### src/rtl/vaddr_pkg.sv
// Shared definitions for the video address loop (write and read pointer managers).
//   NUM_BUF_DEF : default number of frame buffers (one-hot pointer width)
//   WR_PTR_RST  : reset value of the write buffer pointer (bit0)
//   RD_PTR_RST  : reset value of the read / last-published pointer (bit1)
//   wr_state_e  : write-side frame FSM states
package vaddr_pkg;

  localparam int NUM_BUF_DEF = 5;
  localparam int WR_PTR_RST  = 1;
  localparam int RD_PTR_RST  = 2;

  typedef enum logic {
    IDLE,
    WRITING
  } wr_state_e;

endpackage

### src/rtl/edge_generator.sv
// Registered single-cycle edge detector.
//   MODE "NORMAL" : pulse on a rising edge of sig; any other value: falling edge.
// Ports:
//   clk    in  clock
//   rst_n  in  asynchronous active-low reset
//   sig    in  level input
//   pulse  out one-cycle pulse, high the cycle after the first sample showing the new level
module edge_generator #(
  parameter string MODE = "NORMAL"
) (
  input  logic clk,
  input  logic rst_n,
  input  logic sig,
  output logic pulse
);

  logic sig_q;
  logic sig_qq;
  logic edge_c;

  always_comb begin
    if (MODE == "NORMAL") edge_c = sig_q & ~sig_qq;
    else                  edge_c = ~sig_q & sig_qq;
  end

  // NOTE: sequential state uses non-blocking assignments so every flop samples pre-edge values.
  always_ff @(posedge clk or negedge rst_n) begin
    if (!rst_n) begin
      sig_q  <= 1'b0;
      sig_qq <= 1'b0;
      pulse  <= 1'b0;
    end else begin
      sig_q  <= sig;
      sig_qq <= sig_q;
      pulse  <= edge_c;
    end
  end

endmodule

### src/rtl/wr_base_loop.sv
// Write-side frame-buffer pointer manager.
// Owns the one-hot write buffer pointer, counts lines of the frame being written and, on each
// write vsync, either publishes the finished buffer on last_next_point (exact line count) or
// drops it. The next write buffer is chosen by a rotating search that skips the buffer being
// read and the buffer just published.
// Ports:
//   wclk            in  write clock
//   wr_rst_n        in  asynchronous active-low reset
//   vsync           in  write vsync level; rising edge marks a frame boundary
//   line_end        in  one-cycle pulse per written line
//   rd_curr_point   in  read buffer in use (one-hot, already in wclk domain; used as raw mask)
//   wr_curr_point   out buffer currently being written (one-hot)
//   last_next_point out newest complete frame buffer (one-hot)
//   wr_active       out high while writing frames
//   frame_done      out one-cycle pulse: frame published
//   frame_drop      out one-cycle pulse: frame discarded
//   drop_cnt        out saturating count of discarded frames
module wr_base_loop
  import vaddr_pkg::*;
#(
  parameter int NUM_BUF     = NUM_BUF_DEF,
  parameter int FRAME_LINES = 1080,
  parameter int LCNT_W      = 12
) (
  input  logic               wclk,
  input  logic               wr_rst_n,
  input  logic               vsync,
  input  logic               line_end,
  input  logic [NUM_BUF-1:0] rd_curr_point,
  output logic [NUM_BUF-1:0] wr_curr_point,
  output logic [NUM_BUF-1:0] last_next_point,
  output logic               wr_active,
  output logic               frame_done,
  output logic               frame_drop,
  output logic [7:0]         drop_cnt
);

  // Line count saturates one above a full frame so an over-long frame can never wrap back
  // to looking complete.
  localparam logic [LCNT_W-1:0] LCNT_MAX  = LCNT_W'(FRAME_LINES + 1);
  localparam logic [LCNT_W:0]   LINES_OK  = (LCNT_W + 1)'(FRAME_LINES);

  wr_state_e            state_q, state_d;
  logic [LCNT_W-1:0]    line_cnt_q, line_cnt_d;
  logic [LCNT_W:0]      eff_cnt;
  logic [NUM_BUF-1:0]   wr_ptr_d, last_ptr_d;
  logic                 done_d, drop_d;
  logic [7:0]           drop_cnt_d;
  logic                 vs_rise;

  // Rotate left from the current bit and take the first buffer not in excl; the current bit
  // itself is the last candidate. With every bit excluded the pointer holds.
  function automatic logic [NUM_BUF-1:0] next_wr_ptr(input logic [NUM_BUF-1:0] cur,
                                                     input logic [NUM_BUF-1:0] excl);
    logic [NUM_BUF-1:0] cand;
    logic [NUM_BUF-1:0] pick;
    logic               found;
    cand  = cur;
    pick  = cur;
    found = 1'b0;
    for (int k = 1; k <= NUM_BUF; k++) begin
      cand = {cand[NUM_BUF-2:0], cand[NUM_BUF-1]};
      if (!found && ((cand & excl) == '0)) begin
        pick  = cand;
        found = 1'b1;
      end
    end
    return pick;
  endfunction

  edge_generator #(
    .MODE ("NORMAL")
  ) u_vs_edge (
    .clk   (wclk),
    .rst_n (wr_rst_n),
    .sig   (vsync),
    .pulse (vs_rise)
  );

  // NOTE: every signal driven here gets a default first, so no path can infer a latch.
  always_comb begin
    state_d    = state_q;
    line_cnt_d = line_cnt_q;
    wr_ptr_d   = wr_curr_point;
    last_ptr_d = last_next_point;
    done_d     = 1'b0;
    drop_d     = 1'b0;
    drop_cnt_d = drop_cnt;
    // A line_end coinciding with vs_rise still belongs to the frame that is ending.
    eff_cnt    = {1'b0, line_cnt_q} + (LCNT_W + 1)'(line_end);

    case (state_q)
      IDLE: begin
        if (vs_rise) begin
          state_d    = WRITING;
          line_cnt_d = '0;
        end
      end
      WRITING: begin
        if (vs_rise) begin
          if (eff_cnt == LINES_OK) begin
            last_ptr_d = wr_curr_point;
            done_d     = 1'b1;
          end else begin
            drop_d = 1'b1;
            if (drop_cnt != 8'hFF) drop_cnt_d = drop_cnt + 8'd1;
          end
          // Exclusion uses the freshly published pointer, so the next write buffer can never
          // overwrite the frame the reader is about to pick up.
          wr_ptr_d   = next_wr_ptr(wr_curr_point, rd_curr_point | last_ptr_d);
          line_cnt_d = '0;
        end else if (line_end && (line_cnt_q != LCNT_MAX)) begin
          line_cnt_d = line_cnt_q + 1'b1;
        end
      end
      default: state_d = IDLE;
    endcase
  end

  always_ff @(posedge wclk or negedge wr_rst_n) begin
    if (!wr_rst_n) begin
      state_q         <= IDLE;
      line_cnt_q      <= '0;
      wr_curr_point   <= NUM_BUF'(WR_PTR_RST);
      last_next_point <= NUM_BUF'(RD_PTR_RST);
      frame_done      <= 1'b0;
      frame_drop      <= 1'b0;
      drop_cnt        <= '0;
    end else begin
      state_q         <= state_d;
      line_cnt_q      <= line_cnt_d;
      wr_curr_point   <= wr_ptr_d;
      last_next_point <= last_ptr_d;
      frame_done      <= done_d;
      frame_drop      <= drop_d;
      drop_cnt        <= drop_cnt_d;
    end
  end

  assign wr_active = (state_q == WRITING);

endmodule

### config.mk
export PLATFORM = sky130hd
export DESIGN_NAME = wr_base_loop
export DESIGN_NICKNAME = d
export VERILOG_FILES = /design/src/rtl/vaddr_pkg.sv /design/src/rtl/edge_generator.sv /design/src/rtl/wr_base_loop.sv
export SDC_FILE = /design/constraint.sdc
export NUM_CORES = 1
export LEC_CHECK = 0
export BUFFER_PORTS_ARGS = -buffer_cell sky130_fd_sc_hd__buf_2
export CAP_MARGIN = 15
export CORE_MARGIN = 2
export CORE_UTILIZATION = 35
export CTS_CLUSTER_DIAMETER = 100
export DETAILED_ROUTE_END_ITERATION = 10
export GPL_TIMING_DRIVEN = 0
export PLACE_DENSITY = 0.5
export SYNTH_ARGS = -nofsm -noshare
export SYNTH_HDL_FRONTEND = slang
export SYNTH_HIERARCHICAL = 1
export SYNTH_SLANG_ARGS = --single-unit
### constraint.sdc
create_clock -name wclk -period 4.4 [get_ports wclk]
set_input_delay 0.88 -clock wclk [delete_from_list [all_inputs] [get_ports wclk]]
set_output_delay 0.88 -clock wclk [all_outputs]
set_load 0.01 [all_outputs]
-- After elaboration in Yosys (flattened, before gate mapping)
Cells that the tools add are included.
Widths: inputs -> output; s select.
- logic and storage cells: 79
- bits of input ports: 9
- output and inout bits: 21
- register bits: 36
- eq/ne operators: 5
- reductions and logical operators: 19
- add/subtract/negate cells: 3
- bitwise gates (word level): 11
- multiplexer cells: 31
- operators by type and width (operator ; count):
    $mux 12 ; 3
    $mux 5 ; 7
    $and 5x5->5 ; 5
    $logic_not 5->1 ; 5
    $pmux 12 s2 ; 1
    $mux 1 ; 20
    $add 12x1->13 ; 1
    $eq 13x11->1 const B ; 1
    $add 12x1->12 const B ; 1
    $ne 12x11->1 const B ; 1
    $add 8x1->8 const B ; 1
    $ne 8x8->1 const B ; 1
    $reduce_and 4->1 ; 2
    $logic_and 1x1->1 ; 5
    $or 5x5->5 ; 1
    $logic_not 1->1 ; 4
    $not 1->1 ; 4
    $reduce_and 2->1 ; 2
    $reduce_bool 4->1 ; 1
    $ne 3x1->1 const B ; 1
    $ne 2x1->1 const B ; 1
    $and 1x1->1 ; 1

-- Depth between registers and ports, before layout
Gate-level depths: netlist of run 1.
- depth after elaboration: 30
- gate-level depth with buffers: 12
- gate-level depth less buffers: 11

-- By module
Netlist of run 1, hierarchy kept.
- modules (own cells, without submodules) (module ; area each (um^2) ; cells an instance ; times used ; seq. area each (um^2)):
    wr_base_loop ; 2279.7 ; 259 ; 1 ; 828.3
    edge_generator ; 88.8 ; 4 ; 1 ; 75.1

-- Worst setup path before layout of run 1
Ideal clock, no wire load.
- path kind: input to register
- from: in line_end
- to: reg wr_curr_point[3]
- setup slack: 1222 ps
- path buffers: 1
- required time: 4274 ps
- cell stages on the path: 11
- setup time: 126 ps
- arrival time: 3052 ps
- path through: ha_1 -> ha_1 -> and4b_1 -> a22oi_1 -> nor2b_1 -> o211ai_2 -> buf_6 -> mux2_4 -> or2_0 -> a22o_1 -> o32a_1
- word-level cells in the longest chain between the ends: 30
- elaborated cells between the ends (all ways): 42
- classes of those cells: add/sub: 1; eq/ne: 1; mux: 18; bitwise: 7; reduce/logical: 15
- ends and longest elaborated chain (element ; RTL line ; source):
    start, declared ; wr_base_loop.sv:28 ; input logic line_end,
    $add 12x1->13 * ; wr_base_loop.sv:90 ; eff_cnt = {1'b0, line_cnt_q} + (LCNT_W + 1)'(line_end);
    $eq 13x11->1 * ; wr_base_loop.sv:101 ; if (eff_cnt == LINES_OK) begin
    $mux 5 * ; wr_base_loop.sv:101 ;
    $mux 5 * ; wr_base_loop.sv:100 ; if (vs_rise) begin
    $mux 5 * ; wr_base_loop.sv:92 ; case (state_q)
    $or 5x5->5 * ; wr_base_loop.sv:110 ; wr_ptr_d = next_wr_ptr(wr_curr_point, rd_curr_point | last_ptr_d);
    $and 5x5->5 ; wr_base_loop.sv:63 ; if (!found && ((cand & excl) == '0)) begin
    $logic_not 5->1 ; wr_base_loop.sv:63 ;
    [14 not listed] ; n/a ;
    $logic_and 1x1->1 ; wr_base_loop.sv:63 ;
    $mux 1 ; wr_base_loop.sv:63 ;
    $mux 1 ; wr_base_loop.sv:100 ;
    $mux 1 ; wr_base_loop.sv:92 ;
    $logic_not 1->1 ; wr_base_loop.sv:63 ;
    $logic_and 1x1->1 ; wr_base_loop.sv:63 ;
    $not 1->1 (no line) ; n/a ;
    $reduce_and 4->1 (no line) ; n/a ;
    end signal, assigned ; wr_base_loop.sv:124 ; wr_curr_point <= NUM_BUF'(WR_PTR_RST);
    end signal, assigned ; wr_base_loop.sv:132 ; wr_curr_point <= wr_ptr_d;
    end, declared ; wr_base_loop.sv:30 ; output logic [NUM_BUF-1:0] wr_curr_point,
Mark *: on every way between the ends. The rest lies on a longest branch, timed or not. The select of a mux whose other input is x is not followed.
A chain may end at the register's enable or synchronous reset.

-- Final worst setup path of run 1
- from: in line_end
- to: reg wr_curr_point[1]
The elaborated chain is that of the path after synthesis.

==> flow_summary.yaml, run 1 <==
timing:
  finalSetupViolCount: 0
  setup_ws_ps: 1080
  tns_ps: 0
  worst_slew_pin_slew_ps: 824.3
  period_share: 0.7544
  grt_setup_unrepaired: "no"
  max-slew-margin-rel: 0.4505
  layout_min_cycle_time_ps: 3320
  finClkSkew_ps: 10.64
  hold_viol: 0
  hold_ws_ps: 386.7
  slew_viol_final: 0
  fmax_mhz: 301.2
worst_setup_path:
  r2r-start: "line_cnt_q[0]"
  reg2reg_setup_slack_ps: 1260
  slowest_stage: "mux2i_1"
  worstPathArrival_ps: 3480
  end_kind: "register"
  critPathMaxFanout: 10
  path_buf_inv: 2
  cp_common_cell: "ha_1"
  cp_slowest_stage_delay_ps: 410
  reg2reg_depth: 12
  startpoint_type: "input pin"
  path_delay_family: "compound AO/OA/AOI/OAI gates"
  worstPathCellList: "buf_2, ha_1, ha_1, and4b_1, a22oi_1, nor2b_1, o211ai_2, buf_6, mux2i_1, and2_1, a211oi_1, a221oi_1, a21oi_1"
  r2r_end: "wr_curr_point[1]"
  required_ps: 4560
  worstSetupPathType: "in -> reg"
synthesis:
  synth_adder_area_share: 0.02641
  ys_seq_elements: 36
  yosysMostFrequentCell: "dfrtp_1"
  yosys_warnings: 6
  synth.top_cell.area_share: 0.3592
  synth_compound_area_frac: 0.1891
  synthCells: 263
  synthTopCellsByCount: "34 x dfrtp_1, 32 x nor2_1, 27 x nand2_1"
  synth-simple-area-share: 0.2372
  syn_nets: 277
  synth.area.top_cells: "dfrtp_1 36%, nor2_1 5.1%, nand2_1 4.3%, o21ai_0 3.8%, mux2_2 3.3%"
  syn_avg_cell_area_um2: 9.006
  yosys_most_used_dff: "dfrtp_1"
  ys_seq_area_frac: 0.3814
  synth_top_family_by_area: "simple AND/OR/NAND/NOR gates"
  ys_async_sr_fraction: 1.000
  synth_area_um2: 2369
  synth_xor_area_frac: 0.05917
  ys_types: 57
  synth-edff-count: 0
  synth_area_leader_cell: "dfrtp_1"
  synthMuxAreaShare: 0.06815
floorplan:
  die_w_um: 86.27
  rows: 29
  die-area_um2: 7442
  core_um2: 6459
  initial_core_util: 0.3667
  io_pins: 30
  die_h_um: 86.27
placement:
  dp_hpwl_mm: 4.206
  preCtsSetupSlack_ps: 804.6
  port-buffer-count: 29
  place.gp.congestion: 0.8316
clock_network:
  cts.sinks: 36
  clk_pin_slew_worst_paths_ps: 80
  clock_path_buffers: 2
  clock_latency_ps: 300
  hold_buffers: 0
  postCtsSetupRepairBufs: 0
  cts_tree: "yes"
  numCtsBuffers: 5
  cts_resized: 0
  cts_root_buffer: "clkbuf_8"
  htree_levels: 2
run:
  cap_violations: 0
finish:
  layout-drive-gt1-share: 0.2300
  antennaDiodeCount: 0
  layout.nets: 313
  synthToLayoutAreaGrowth_pct: 15.06
route:
  ant_nets: 0
  drt_iter0_markers: 141
  routedWlPerCell_um: 16.06
  totalWireLength_mm: 6.054
  dr.pass1.iters: 4
  drc_errors: 0
  viasPerCell: 5.751
  vias: 2168
worst_hold_path:
  holdPathStages: 0
  hold_path_class: "reg -> reg"
  hold_path_end: "u_vs_edge/sig_qq"
  hold_start: "u_vs_edge/sig_q"
outcome:
  outcome: "finished, final reports clean"
global_routing:
  grt_pass1_vias: 1914
  track_usage: 0.1693
  overflow: 0
  grt_max_degree: 37
  grt_pass1_wl_mm: 9.963
  antenna_found_initial: 0
pwr:
  p_leak_nw: 1.267
  p_per_area_nw_per_um2: 467.4
  ir_drop_v: 0.0002467
## cells by family (layout without fill, tap and decap cells)
logic type,after synthesis,count (layout)
xor gates and xnor gates,16,16
AOI/OAI and AO/OA,64,64
adders and majority gates,5,5
muxes,13,13
DFF,36,36
buffers and inverters,20,57
and+or+nand+nor,109,109
## routing by layer
metal / up-vias / wire length [µm] / GRT usage
li1: 1035 / - / -
met4: 0 / 89 / 0.05256
met3: 10 / 369 / 0.03524
met1: 1047 / 2921 / 0.2515
met5: - / 0 / 0
met2: 76 / 2674 / 0.2467
## worst max path at each step
stage | from | to | slack (ps) | depth (start not counted)
finish | line_end | wr_curr_point[1] | 1080 | 13
detailed placement | line_end | wr_curr_point[2] | 800 | 13
CTS | line_end | wr_curr_point[2] | 1120 | 13
global placement | line_end | wr_curr_point[2] | 870 | 13
global route | line_end | wr_curr_point[2] | 920 | 13
floorplan | line_end | wr_curr_point[3] | 1220 | 11
## worst reg2reg max path, cell delays in order (launching register included)
cell and delay [ps]:
dfrtp_1 460, ha_1 250, ha_1 260, and4b_1 220
a22oi_1 160, nor2b_1 100, o211ai_2 240, buf_6 200
mux2i_1 420, and2_1 260, a211oi_1 100, a221oi_1 240
a21oi_1 110
## registers in the layout, indices dropped and copies added, names as in the netlist
signal	flops
drop_cnt	8
wr_active	1
last_next_point	5
wr_curr_point	5
frame_drop	1
u_vs_edge/sig_qq	1
line_cnt_q	12
u_vs_edge/sig_q	1
frame_done	1
u_vs_edge/pulse	1
## report_power, final
| part | switching (mW) | internal [mW] | leakage [nW] |
|---|---|---|---|
| Sequential | 0.0686 | 0.389 | 0.454 |
| Combinational | 0.312 | 0.197 | 0.758 |
| Clock | 0.137 | 0.171 | 0.0548 |
| Total | 0.518 | 0.756 | 1.27 |
## through the flow
| step | total power, mW | utilization | cell area (µm²) | std cells |
|---|---|---|---|---|
| finish | 1.274 | 0.4219 | 2725 | 377 |
| detailed placement | 0.9667 | 0.4041 | 2610 | 369 |
| floorplan | 0.8035 | - | 2369 | 263 |
| global placement | 0.9699 | 0.4041 | 2610 | 369 |
| CTS | 1.284 | 0.4219 | 2725 | 377 |
| global route | 1.373 | 0.4219 | 2725 | 377 |
## final cells by class
type,instances,area [µm²]
repair buffers,29,145.1
flip-flops and latches,36,903.4
multi-input cells,207,1374
well taps,77,96.34
plain buffers,13,65.06
fillers,668,3734
clock buffers,5,68.82
clock inverters,3,46.29
inverters,7,26.28
## layout by cell type, fill, tap and decap left out, types with 8 or more instances in the layout
cell,Yosys,final
buf_2,4,33
nor2_1,32,32
nand2_1,27,27
dfrtp_1,34,34
xor2_1,9,9
nand4_1,10,10
a21oi_1,11,11
a221oi_1,8,8
o21ai_0,18,18
(Power assumes the default switching activity.)
==> run 2, diff against run 1 <==
clock period = 3.3 ns   (was 4.4 ns; I/O delays follow)
==> run 2 against run 1 <==
Cell area up 0.14%. Clock power up 35%. Power up 34%. Via count up 0.55%. Core utilization up 0.058 points. Sequential share of layout area about the same. Register-to-register slack worse by 1100 ps. Non-clock buffer count unchanged. Wire length up 0.36%. Clock skew about the same. Critical endpoint is now wr_curr_point[4].
==> flow_summary.yaml, run 2 (synthesis gave the netlist of run 1 again) <==
finish:
  layout.nets: 313
  stdcell_count: 377
  largest_register: "line_cnt_q"
  layout-drive-gt1-share: 0.2333
  stdcell_area_um2: 2729
  final_common_cell: "dfrtp_1"
  synthToLayoutAreaGrowth_pct: 15.21
  antennaDiodeCount: 0
  largest_reg_flops: 12
  mostFrequentLayoutCells: "34 x dfrtp_1, 33 x buf_2, 32 x nor2_1, 27 x nand2_1, 18 x o21ai_0"
  top_regs: "line_cnt_q: 12 flops, drop_cnt: 8 flops"
floorplan:
  initial_core_util: 0.3667
  die_w_um: 86.27
  die_h_um: 86.27
  rows: 29
  io_pins: 30
  die-area_um2: 7442
  core_um2: 6459
global_routing:
  grt_pass1_vias: 1914
  track_usage: 0.1693
  grt_max_degree: 37
  antenna_found_initial: 0
  overflow: 0
  grt_pass1_wl_mm: 9.963
clock_network:
  clock_path_buffers: 2
  cts_resized: 0
  cts_root_buffer: "clkbuf_8"
  clock_latency_ps: 300
  htree_levels: 2
  numCtsBuffers: 5
  postCtsSetupRepairBufs: 0
  cts_tree: "yes"
  cts.sinks: 36
  hold_buffers: 0
  clk_pin_slew_worst_paths_ps: 80
worst_hold_path:
  hold_path_class: "reg -> reg"
timing:
  slew_viol_final: 0
  hold_viol: 0
  period_share: 0.9371
  max-slew-margin-rel: 0.4488
  worst_slew_pin_slew_ps: 826.8
  finClkSkew_ps: 11.07
  tns_ps: 0
  fmax_mhz: 323.4
  layout_min_cycle_time_ps: 3092
  hold_ws_ps: 386.7
  finalSetupViolCount: 0
  grt_setup_unrepaired: "no"
placement:
  placed_area_um2: 2610
  dp_hpwl_mm: 4.206
  port-buffer-count: 29
  placed_cells: 369
  place.gp.congestion: 0.8316
worst_setup_path:
  critPathMaxFanout: 10
  startpoint_type: "register"
  end_kind: "register"
  required_ps: 3520
  worstPathArrival_ps: 3310
  worstSetupPathType: "reg -> reg"
pwr:
  total_power_mw: 1.705
  ir_drop_v: 0.0003282
  clockPowerShare: 0.243
  p_int_mw: 1.009
  p_leak_nw: 1.261
  p_switching_mw: 0.6957
  swShare: 0.4081
  p_per_area_nw_per_um2: 624.7
  seq_power_share: 0.358
  comb_power_share: 0.399
route:
  drc_errors: 0
  vias: 2180
  viasPerCell: 5.782
  routedWlPerCell_um: 16.12
  drt_iter0_markers: 128
  ant_nets: 0
  totalWireLength_mm: 6.076
  dr.pass1.iters: 5
outcome:
  outcome: "finished, final reports clean"
run:
  cap_violations: 0
==> run 2: cell counts in the layout (fill, tap and decap cells not counted) <==
No cell type changed its count.
==> run 2: stage by stage <==
stage | util | setup WS [ps]
final | 0.4225 | 207.7
after global routing | 0.4225 | 16.13
after CTS | 0.4219 | 190.7
after detailed placement | 0.4041 | -75.44
after global placement | 0.4041 | -10.05
after floorplan | - | 341.9
==> run 2: layer usage <==
| layer | vias to the layer above | GRT usage | part of all wire |
|---|---|---|---|
| li1 | 1035 | - | - |
| met1 | 1055 | 0.2515 | 0.48 |
| met2 | 82 | 0.2467 | 0.45 |
| met3 | 8 | 0.03524 | 0.062 |
| met4 | 0 | 0.05256 | 0.012 |
| met5 | - | 0 | 0 |
==> run 2: worst paths after layout <==
check | startpoint | slack (ps) | cells after the start | to
worst max-delay path | line_cnt_q[0] | 210 | 12 | wr_curr_point[4]
worst min-delay path | u_vs_edge/sig_q | 390 | 0 | u_vs_edge/sig_qq
worst max register to register | line_cnt_q[0] | 210 | 12 | wr_curr_point[4]
worst min register to register | u_vs_edge/sig_q | 390 | 0 | u_vs_edge/sig_qq
max in group asynchronous | wr_rst_n | 2320 | 1 | frame_drop
min in group asynchronous | wr_rst_n | 450 | 1 | line_cnt_q[10]
==> run 2: power by group through the flow <==
stage	logic (mW)	registers (mW)	clock network (mW)
floorplan	0.445	0.626	0
global placement	0.675	0.619	0
detailed placement	0.669	0.620	0
CTS	0.674	0.613	0.425
global route	0.754	0.627	0.451
finish	0.680	0.610	0.415
==> run 2: layout make-up <==
class | count | area (µm²)
fillers | 668 | 3730
multi-input cells | 207 | 1378
flip-flops and latches | 36 | 903.4
repair buffers | 29 | 145.1
well taps | 77 | 96.34
clock buffers | 5 | 68.82
plain buffers | 13 | 65.06
clock inverters | 3 | 46.29
inverters | 7 | 26.28
==> run 2: worst max-delay path: stages, from the launching register on <==
cell,delay [ps]
dfrtp_1,460
ha_1,250
ha_1,260
and4b_1,220
a22oi_1,150
nor2b_1,100
o211ai_2,230
buf_6,200
mux2_4,360
o21bai_4,200
a222oi_1,320
a221oi_1,90
a21oi_1,170
